File: src/rtl/inst_fetch_queue.sv
// rtl/inst_fetch_queue.sv - decoupling {pc, instruction} queue between fetch and decode
//
// Purpose: in-order FIFO of fetched {pc, instruction} pairs with 1-cycle
// fall-through latency. It back-pressures fetch when full and discards
// everything on a taken branch (flush).
//
// Optional feature macro: FETCH_QUEUE_STATS_EN. When it is defined, the
// fullCycles and flushedEntries statistics counters are built. When it is
// undefined, both outputs are tied to 0.
//
// Ports:
//   clock          in   rising-edge clock
//   reset          in   asynchronous active-high reset, clears the queue
//   inPc           in   [31:0] pc of the fetched instruction
//   inInstruction  in   [31:0] fetched instruction word
//   inValid        in   fetch presents an entry this cycle
//   freezeOut      out  queue full, freezes fetch
//   flush          in   branch taken, discard all entries
//   idStall        in   decode cannot consume the head this cycle
//   outPc          out  [31:0] head pc, 0 when empty
//   outInstruction out  [31:0] head instruction, 0 (NOP) when empty
//   outValid       out  head entry valid
//   fullCycles     out  [31:0] cycles spent full (stats build only)
//   flushedEntries out  [31:0] entries discarded by flushes (stats build only)

module inst_fetch_queue #(
    parameter int DEPTH = 4,
    parameter int PTR_W = 2
) (
    input  logic        clock,
    input  logic        reset,
    input  logic [31:0] inPc,
    input  logic [31:0] inInstruction,
    input  logic        inValid,
    output logic        freezeOut,
    input  logic        flush,
    input  logic        idStall,
    output logic [31:0] outPc,
    output logic [31:0] outInstruction,
    output logic        outValid,
    output logic [31:0] fullCycles,
    output logic [31:0] flushedEntries
);

    localparam logic [PTR_W:0]   FULL_COUNT = (PTR_W+1)'(DEPTH);
    localparam logic [PTR_W:0]   COUNT_ONE  = (PTR_W+1)'(1);
    localparam logic [PTR_W-1:0] PTR_ONE    = PTR_W'(1);

    logic [63:0]      entries [DEPTH];
    logic [PTR_W-1:0] wrPtr;
    logic [PTR_W-1:0] rdPtr;
    logic [PTR_W:0]   count;
    logic [63:0]      head;
    logic             push;
    logic             pop;

    assign outValid  = (count != '0);
    assign freezeOut = (count == FULL_COUNT);

    // Flush cancels both transfers in the same cycle.
    assign push = inValid & ~freezeOut & ~flush;
    assign pop  = outValid & ~idStall & ~flush;

    assign head           = entries[rdPtr];
    assign outPc          = outValid ? head[63:32] : 32'd0;
    assign outInstruction = outValid ? head[31:0]  : 32'd0;

    always_ff @(posedge clock or posedge reset) begin
        if (reset) begin
            wrPtr <= '0;
            rdPtr <= '0;
            count <= '0;
            for (int i = 0; i < DEPTH; i++) begin
                entries[i] <= '0;
            end
        end else if (flush) begin
            wrPtr <= '0;
            rdPtr <= '0;
            count <= '0;
        end else begin
            if (push) begin
                entries[wrPtr] <= {inPc, inInstruction};
                // DEPTH is a power of two, so the natural pointer overflow is the wrap.
                wrPtr          <= wrPtr + PTR_ONE;
            end
            if (pop) begin
                rdPtr <= rdPtr + PTR_ONE;
            end
            case ({push, pop})
                2'b10:   count <= count + COUNT_ONE;
                2'b01:   count <= count - COUNT_ONE;
                default: count <= count;
            endcase
        end
    end

`ifdef FETCH_QUEUE_STATS_EN
    logic [31:0] fullCyclesReg;
    logic [31:0] flushedEntriesReg;

    // Only reset clears the statistics; flush is one of the events being counted.
    always_ff @(posedge clock or posedge reset) begin
        if (reset) begin
            fullCyclesReg     <= '0;
            flushedEntriesReg <= '0;
        end else begin
            if (freezeOut) begin
                fullCyclesReg <= fullCyclesReg + 32'd1;
            end
            if (flush) begin
                flushedEntriesReg <= flushedEntriesReg + 32'(count);
            end
        end
    end

    assign fullCycles     = fullCyclesReg;
    assign flushedEntries = flushedEntriesReg;
`else
    assign fullCycles     = 32'd0;
    assign flushedEntries = 32'd0;
`endif

endmodule
File: config.mk
export PLATFORM = sky130hd
export DESIGN_NAME = inst_fetch_queue
export DESIGN_NICKNAME = d
export VERILOG_FILES = /design/src/rtl/inst_fetch_queue.sv
export SDC_FILE = /design/constraint.sdc
export NUM_CORES = 1
export LEC_CHECK = 0
export ABC_AREA = 1
export CAP_MARGIN = 30
export CORE_MARGIN = 2
export CORE_UTILIZATION = 60
export CTS_CLUSTER_SIZE = 28
export DETAILED_ROUTE_END_ITERATION = 16
export DONT_BUFFER_PORTS = 1
export PLACE_DENSITY = 0.76
export REMOVE_ABC_BUFFERS = 1
export SYNTH_ARGS = -nofsm -noshare
export SYNTH_HDL_FRONTEND = slang
export SYNTH_SLANG_ARGS = --single-unit
File: constraint.sdc
create_clock -name clock -period 22.4 [get_ports clock]
set_input_delay 4.48 -clock clock [delete_from_list [all_inputs] [get_ports clock]]
set_output_delay 4.48 -clock clock [all_outputs]
set_load 0.005 [all_outputs]
==> impl_metrics.py, run 1 <==
metrics = {
    "worst_setup_path": {
        "crit_type": "flop to output port",
        "r2r_start": "count[0]$_DFFE_PP0P_",
        "crit_start": "rdPtr[0]$_DFFE_PP0P_",
        "start_kind": "flop",
        "r2r_slack_ns": 19.75,
        "path_max_fanout": 70,
        "crit_arrival_ns": 3.32,
        "crit_path_end_kind": "output port",
        "cp.required_ns": 17.92,
    },
    "cells_and_area": {
        "utilization_pct": 63.51,
        "drive_gt1_share_pct": 12.64,
        "layout.nets": 1523,
        "area_growth_syn_to_layout_pct": 2.923,
        "n_antenna_cell": 0,
    },
    "synthesis": {
        "synthFlopType": "dfrtp_1",
        "synth.avg_cell_area_um2": 8.627,
        "ys_async_sr_fraction_pct": 100.0,
        "synthTopCellsByArea": "dfrtp_1 50%, nand2_1 7.9%, o21ai_2 7.4%",
        "synth_edf_count": 0,
        "synth.distinct_cells": 25,
        "yosysTopAreaCell": "dfrtp_1",
        "synthesis.area_um2": 13050,
        "yosysSeqAreaShare_pct": 50.42,
        "syn_inst": 1513,
        "synth_top_cell_area_share_pct": 50.42,
        "yosys_warnings": 0,
        "synth_seq_cells": 263,
    },
    "pwr": {
        "power.total_mw": 1.876,
        "power_switching_uw": 697.6,
        "pwr-share-comb_pct": 32.2,
        "p_sw_share_pct": 37.18,
        "p_leak_nw": 6.440,
        "cellInternalPower_mw": 1.178,
        "p_clk_share_pct": 25.1,
        "worst_ir_drop_vdd_mv": 0.1593,
        "power.density_nw_per_um2": 139.6,
        "p_seq_share_pct": 42.7,
    },
    "clocking": {
        "cts_setup_buffers": 0,
        "clk_pin_slew_ns": 0.06,
        "cts_made_buffers": 28,
        "cts_hold_buf": 0,
        "post_cts_resized": 0,
        "clockRootBuffer": "clkbuf_16",
        "cts_sinks": 263,
        "cts_tree": "done",
        "insertion_delay_ns": 0.53,
        "clk_path_buf_depth": 3,
        "htreeDepth": 1,
    },
    "route": {
        "routedWlPerCell_um": 16.23,
        "wl_um": 28330,
        "vias": 9525,
        "drt_iter0_drc": 626,
        "via_per_inst": 5.455,
        "ant_nets": 0,
        "drc": 0,
        "firstDrtPassIters": 5,
    },
    "timing": {
        "fin_setup_tns_ns": 0,
        "setup_viol_count_final": 0,
        "layout_min_cycle_time_ns": 7.800,
        "slew_headroom_pct": 31.67,
        "finalClockSkew_ns": 0.008895,
        "final_hold_viol_count": 0,
        "report.final.slew_viol_count": 0,
        "clock.fmax_mhz": 128.2,
        "period_share_pct": 34.82,
        "max_slew.worst_pin.slew_ns": 1.025,
        "rsz0062_at_grt": "no",
    },
    "floorplan": {
        "io_pins": 199,
        "die_area_um2": 22950,
        "start_util_pct": 61.70,
        "fp.dieH_um": 151.5,
        "die_width_um": 151.5,
        "core_area_um2": 21150,
        "rows": 53,
    },
    "worst_hold_path": {
        "hold_class": "flop to flop",
        "hold_start": "entries[152]$_DFFE_PP0P_",
    },
    "placed_design": {
        "hpwl_um": 16190,
        "place_congestion": 0.7510,
        "port_buffers": 0,
    },
    "status": {
        "status": "finished, final reports clean",
    },
    "global_routing": {
        "grt_pass1_wl_um": 45150,
        "grt_max_degree": 129,
        "grt_pass1_vias": 8803,
        "antenna_found_initial": 0,
        "track_usage_pct": 24.57,
        "grt_overflow_total": 0,
    },
    "flow_run": {
        "max-cap-violations": 0,
    },
}
layer usage:
layer,track usage [%],wire length [µm],vias to the layer above
met5,0,0,-
met4,5.324,420,0
met3,4.491,1674,32
met2,40.05,13450,266
met1,34.79,12790,4576
li1,-,-,4651
synthesized netlist by cell type, types with 2 or more instances:
cell type / instances
buf_1: 7
nand3_1: 2
o21ai_2: 110
o21ai_0: 130
a21oi_1: 67
clkbuf_1: 28
inv_2: 2
buf_4: 68
o21ai_1: 149
nand2_4: 4
dfrtp_1: 263
nand2_1: 273
inv_1: 75
nor2_1: 256
buf_2: 12
ha_1: 4
nand2_2: 2
buf_6: 54
flip-flops by register name, indices dropped and copies added (netlist names):
| name | flops |
|---|---|
| count | 3 |
| rdPtr | 2 |
| wrPtr | 2 |
| entries | 256 |
worst paths after layout:
check	to	cells past startpoint
setup reg to reg	entries[184]$_DFFE_PP0P_	8
min in group asynchronous	entries[19]$_DFFE_PP0P_	1
hold / removal	entries[152]$_DFFE_PP0P_	2
max in group asynchronous	entries[151]$_DFFE_PP0P_	2
hold reg to reg	entries[152]$_DFFE_PP0P_	2
setup / recovery	outInstruction[15]	4
final cells by class:
type	count	area, µm²
inverter	77	297.8
sequential	263	6586
multi-input combinational	1067	5122
tap	275	344.1
clock inverter	13	120.1
clock buffer	39	833.3
fill	1861	7720
timing repair buffer	12	130.1
worst max-delay path: stages, from the launching register on:
cell and delay, ns:
dfrtp_4 0.89, clkinv_2 0.82, buf_4 0.59, o21ai_0 0.27, a21oi_1 0.14
cell families (layout without fill, tap and decap cells):
| kind of cell | count (synthesis) | in the layout | share of synthesized area, % |
|---|---|---|---|
| simple gates | 540 | 540 | 15.98 |
| compound gates | 457 | 457 | 20.72 |
| flops | 263 | 263 | 50.42 |
| buf+inv | 246 | 141 | 12.25 |
| fa+ha+maj | 5 | 5 | 0.5368 |
| other cells | 1 | 64 | 0.02873 |
| xor+xnor | 1 | 1 | 0.06711 |
power groups by stage:
stage                     registers (mW)  clock network [mW]  logic [mW]
final                              0.801               0.471       0.604
after global routing               0.825               0.495       0.695
after CTS                          0.800               0.476       0.607
after detailed placement           0.806                   0       0.602
after global placement             0.799                   0       0.585
after floorplan                    0.784                   0       0.465
placed cells by master, fill, tap and decap left out:
master,n
nand2_2,1
inv_1,73
o21ai_1,149
a21oi_2,1
dfrtp_4,1
dfrtp_1,261
o21ai_2,110
clkbuf_16,29
nand2_1,273
nand2_4,4
nor2_1,256
nand2_8,1
dfrtp_2,1
clkbuf_8,7
ha_1,4
o21ai_0,130
buf_4,10
bufinv_16,2
fa_1,1
nor2_2,1
conb_1,64
clkinvlp_4,2
inv_8,1
clkinv_2,10
nand4_1,1
nand3_1,2
a21oi_1,67
xnor2_1,1
inv_2,2
buf_16,2
clkbuf_1,3
nor2_8,1
per-stage QoR:
step                std cells  setup WS, ns  cell area (µm²)  hold slack, ns
floorplan                1407         10.68            11980          0.4496
global placement         1692         15.29            12430          0.4591
detailed placement       1692         15.22            12430          0.4627
CTS                      1744         14.63            13380          0.4776
global route             1746         14.36            13430          0.4920
finish                   1746         14.60            13430          0.4764
No activity file was read; power rests on OpenSTA's default activity.
==> run 2: changes to the inputs <==
clock period = 7.3 ns   (was 22.4 ns; I/O delays follow)
==> impl_metrics.py, run 2 (same netlist as run 1, synthesis figures left out) <==
metrics = {
    "worst_setup_path": {
        "start_kind": "flop",
        "crit_chain": "buf_4, nor2_1, nor2_1, o21ai_0, a21oi_1",
        "slowest_delay_ns": 0.89,
        "critPathSlowestCell": "dfrtp_4",
        "reg2regPathDepth": 8,
        "crit_top_cell": "nor2_1",
        "path_max_fanout": 70,
        "crit_arrival_ns": 2.87,
        "crit_type": "flop to output port",
        "r2r_slack_ns": 4.65,
        "crit_path_end_kind": "output port",
        "cp.required_ns": 5.84,
    },
    "timing": {
        "slew_headroom_pct": 31.43,
        "final_hold_viol_count": 0,
        "layout_min_cycle_time_ns": 4.329,
        "clock.fmax_mhz": 231.0,
        "report.final.slew_viol_count": 0,
        "rsz0062_at_grt": "no",
        "setup_viol_count_final": 0,
        "max_slew.worst_pin.slew_ns": 1.029,
        "period_share_pct": 59.30,
        "finalClockSkew_ns": 0.01240,
    },
    "floorplan": {
        "core_area_um2": 21150,
        "start_util_pct": 61.70,
        "die_area_um2": 22950,
        "io_pins": 199,
        "fp.dieH_um": 151.5,
        "rows": 53,
        "die_width_um": 151.5,
    },
    "global_routing": {
        "track_usage_pct": 24.61,
        "grt_max_degree": 174,
        "grt_pass1_wl_um": 45110,
        "grt_pass1_vias": 8723,
        "grt_overflow_total": 0,
        "antenna_found_initial": 0,
    },
    "clocking": {
        "htreeDepth": 1,
        "clk_pin_slew_ns": 0.06,
        "post_cts_resized": 0,
        "cts_setup_buffers": 0,
        "clk_path_buf_depth": 3,
        "cts_made_buffers": 28,
        "cts_tree": "done",
        "clockRootBuffer": "clkbuf_16",
        "insertion_delay_ns": 0.54,
        "cts_hold_buf": 0,
        "cts_sinks": 263,
    },
    "cells_and_area": {
        "largest_reg_flops": 256,
        "layout.nets": 1522,
        "multi_input_area_um2": 5122,
        "fill_cells": 1801,
        "top_regs": "entries x256, count x3",
        "seq_area_um2": 6586,
        "regMostFlops": "entries",
        "postLayoutCellArea_um2": 13400,
        "n_antenna_cell": 0,
        "drive_gt1_share_pct": 12.13,
        "utilization_pct": 63.34,
        "area_growth_syn_to_layout_pct": 2.655,
        "final_cell_mix": "273 x nand2_1, 261 x dfrtp_1, 256 x nor2_1",
        "final_common_cell": "nand2_1",
    },
    "worst_hold_path": {
        "hold_class": "flop to flop",
        "hold-path-cell-count": 2,
    },
    "route": {
        "routedWlPerCell_um": 16.03,
        "wl_um": 27920,
        "vias": 9424,
        "drt_iter0_drc": 627,
        "via_per_inst": 5.410,
        "ant_nets": 0,
        "drc": 0,
        "firstDrtPassIters": 5,
    },
    "flow_run": {
        "max-cap-violations": 0,
    },
    "status": {
        "status": "finished, final reports clean",
    },
    "placed_design": {
        "port_buffers": 0,
        "hpwl_um": 15560,
        "placed_area_um2": 12450,
        "place_congestion": 0.7541,
    },
    "pwr": {
        "power.density_nw_per_um2": 425.4,
        "p_leak_nw": 6.418,
        "worst_ir_drop_vdd_mv": 0.4995,
    },
}
run 2: power breakdown:
part	internal [mW]	leakage (nW)	switching, mW
Sequential	2.09	3.37	0.367
Combinational	0.670	2.59	1.18
Clock	0.846	0.456	0.544
run 2: per-layer routing:
| layer | share of wire, % | vias up | GRT usage, % | wire length [µm] |
|---|---|---|---|---|
| met5 | 0 | - | 0 | 0 |
| met1 | 44 | 4453 | 34.71 | 12230 |
| met3 | 6.7 | 38 | 4.581 | 1866 |
| li1 | - | 4627 | - | - |
| met4 | 1.9 | 0 | 6.111 | 534 |
| met2 | 48 | 306 | 39.84 | 13290 |
run 2: final cells by class:
type	instances	share of cell area (%)
clock buffer	45	6.537
clock inverter	4	0.3362
inverter	77	2.222
multi-input combinational	1067	38.23
sequential	263	49.15
tap	275	2.568
timing repair buffer	11	0.9525
run 2: final timing paths:
| check | start | end |
|---|---|---|
| setup / recovery | rdPtr[0]$_DFFE_PP0P_ | outPc[11] |
| hold / removal | entries[11]$_DFFE_PP0P_ | entries[11]$_DFFE_PP0P_ |
| setup reg to reg | count[0]$_DFFE_PP0P_ | entries[56]$_DFFE_PP0P_ |
| hold reg to reg | entries[11]$_DFFE_PP0P_ | entries[11]$_DFFE_PP0P_ |
| max in group asynchronous | reset | entries[55]$_DFFE_PP0P_ |
| min in group asynchronous | reset | entries[61]$_DFFE_PP0P_ |
run 2: per-stage QoR:
stage	TNS, ns	total power, mW	hold WS, ns	cells	worst slack, ns
2_1_floorplan	-368.25	3.832	0.4496	1407	-1.400
3_3_place_gp	0	4.242	0.4581	1691	2.955
3_5_place_dp	0	4.320	0.4633	1692	3.546
4_1_cts	0	5.737	0.4778	1741	2.964
5_1_grt	0	6.148	0.4920	1742	2.773
6_report	0	5.700	0.4760	1742	2.971
run 2: critical path: cells and delay by family, from the launching register on:
family / cells / cell delay [ns]
flip-flops: 1 / 0.89
AO/OA/AOI/OAI: 2 / 0.37
buffers and inverters: 1 / 0.76
AND/OR/NAND/NOR: 2 / 0.29
==> run 3: changes to the inputs <==
CORE_UTILIZATION = 58   (was 60)
clock period = 3.85 ns   (was 7.3 ns; I/O delays follow)
==> impl_metrics.py, run 3 (same netlist as run 1, synthesis figures left out) <==
metrics = {
    "worst_setup_path": {
        "crit_path_end_kind": "output port",
        "crit_type": "flop to output port",
        "cp.required_ns": 3.08,
        "crit_arrival_ns": 2.30,
        "path_max_fanout": 60,
        "start_kind": "flop",
    },
    "global_routing": {
        "track_usage_pct": 24.55,
        "grt_overflow_total": 0,
        "antenna_found_initial": 0,
        "grt_max_degree": 132,
        "grt_pass1_vias": 9348,
        "grt_pass1_wl_um": 47920,
    },
    "clocking": {
        "insertion_delay_ns": 0.53,
        "clockRootBuffer": "clkbuf_16",
        "clk_pin_slew_ns": 0.06,
        "clk_path_buf_depth": 3,
        "cts_tree": "done",
        "cts_made_buffers": 28,
        "htreeDepth": 1,
        "cts_hold_buf": 0,
        "cts_sinks": 263,
        "post_cts_resized": 0,
        "cts_setup_buffers": 0,
    },
    "status": {
        "status": "finished, final reports clean",
    },
    "floorplan": {
        "die_area_um2": 23720,
        "rows": 54,
        "core_area_um2": 21960,
        "fp.dieH_um": 154.0,
        "start_util_pct": 59.44,
        "die_width_um": 154.0,
        "io_pins": 199,
    },
    "route": {
        "vias": 9625,
        "ant_nets": 0,
        "drt_iter0_drc": 673,
        "wl_um": 28820,
        "routedWlPerCell_um": 16.42,
        "drc": 0,
        "firstDrtPassIters": 5,
        "via_per_inst": 5.484,
    },
    "pwr": {
        "power.total_mw": 11.12,
        "worst_ir_drop_vdd_mv": 0.4438,
        "power.density_nw_per_um2": 819.3,
        "p_leak_nw": 6.490,
    },
    "cells_and_area": {
        "drive_gt1_share_pct": 12.54,
        "final_cell_mix": "273 x nand2_1, 261 x dfrtp_1, 256 x nor2_1",
        "regMostFlops": "entries",
        "fill_cells": 1931,
        "final_common_cell": "nand2_1",
        "top_regs": "entries x256, count x3",
        "largest_reg_flops": 256,
        "stdcell_count": 1755,
        "n_antenna_cell": 0,
        "layout.nets": 1529,
        "area_growth_syn_to_layout_pct": 3.940,
    },
    "flow_run": {
        "max-cap-violations": 0,
    },
    "placed_design": {
        "place_congestion": 0.7485,
        "place_inst": 1704,
        "hpwl_um": 16490,
        "port_buffers": 0,
        "post-place-ws_ns": 1.331,
    },
    "timing": {
        "setup_slack_ns": 0.7843,
        "rsz0062_at_grt": "no",
        "setup_viol_count_final": 0,
        "slew_headroom_pct": 39.41,
        "period_share_pct": 79.63,
        "report.final.slew_viol_count": 0,
        "layout_min_cycle_time_ns": 3.066,
        "final_hold_viol_count": 0,
        "finalClockSkew_ns": 0.01221,
        "clock.fmax_mhz": 326.2,
        "max_slew.worst_pin.slew_ns": 0.9088,
    },
    "worst_hold_path": {
        "hold_class": "primary input to asynchronous set/reset pin",
    },
}
## run 3: power breakdown
group / leakage [nW] / switching (mW) / internal (mW)
sequential: 3.37 / 0.623 / 3.96
combinational: 2.64 / 2.36 / 1.31
clock: 0.481 / 1.06 / 1.80
total: 6.49 / 4.04 / 7.07
## run 3: area by class of cell
type / count / area [µm²] / area share [%]
clock inverters: 8 / 167.7 / 1.236
multi-input cells: 1067 / 5122 / 37.76
flip-flops and latches: 263 / 6586 / 48.55
inverters: 77 / 297.8 / 2.195
clock buffers: 42 / 824.5 / 6.078
well taps: 280 / 350.3 / 2.582
repair buffers: 18 / 217.7 / 1.605
## run 3: layer usage
| layer | vias up | GRT usage, % | wire, µm |
|---|---|---|---|
| li1 | 4674 | - | - |
| met1 | 4564 | 33.94 | 12420 |
| met2 | 353 | 40.85 | 13880 |
| met3 | 34 | 4.312 | 2044 |
| met4 | 0 | 5.652 | 478 |
| met5 | - | 0 | 0 |
## run 3: worst max-delay path: stages, from the launching register on
cell	delay [ns]
dfrtp_4	0.43
clkinv_2	0.52
buf_12	0.44
o21ai_0	0.20
a21oi_1	0.14
## run 3: metrics by stage
| step | hold slack (ns) | setup TNS, ns | area, µm² | util, % |
|---|---|---|---|---|
| after floorplan | 0.4496 | -1152.80 | 11980 | - |
| after global placement | 0.4583 | 0 | 12550 | 57.14 |
| after detailed placement | 0.4628 | 0 | 12550 | 57.14 |
| after CTS | 0.2757 | 0 | 13540 | 61.66 |
| after global routing | 0.3079 | 0 | 13570 | 61.78 |
| final | 0.2348 | 0 | 13570 | 61.78 |
## run 3: worst paths after layout
kind	startpoint	slack, ns	depth (start not counted)	to
setup / recovery	rdPtr[0]$_DFFE_PP0P_	0.78	4	outInstruction[16]
hold reg to reg	entries[47]$_DFFE_PP0P_	0.48	2	entries[47]$_DFFE_PP0P_
max in group asynchronous	reset	2.67	2	entries[173]$_DFFE_PP0P_
hold / removal	reset	0.23	1	entries[236]$_DFFE_PP0P_
min in group clock	flush	0.41	3	count[2]$_DFFE_PP0P_
setup reg to reg	count[0]$_DFFE_PP0P_	1.51	8	entries[73]$_DFFE_PP0P_
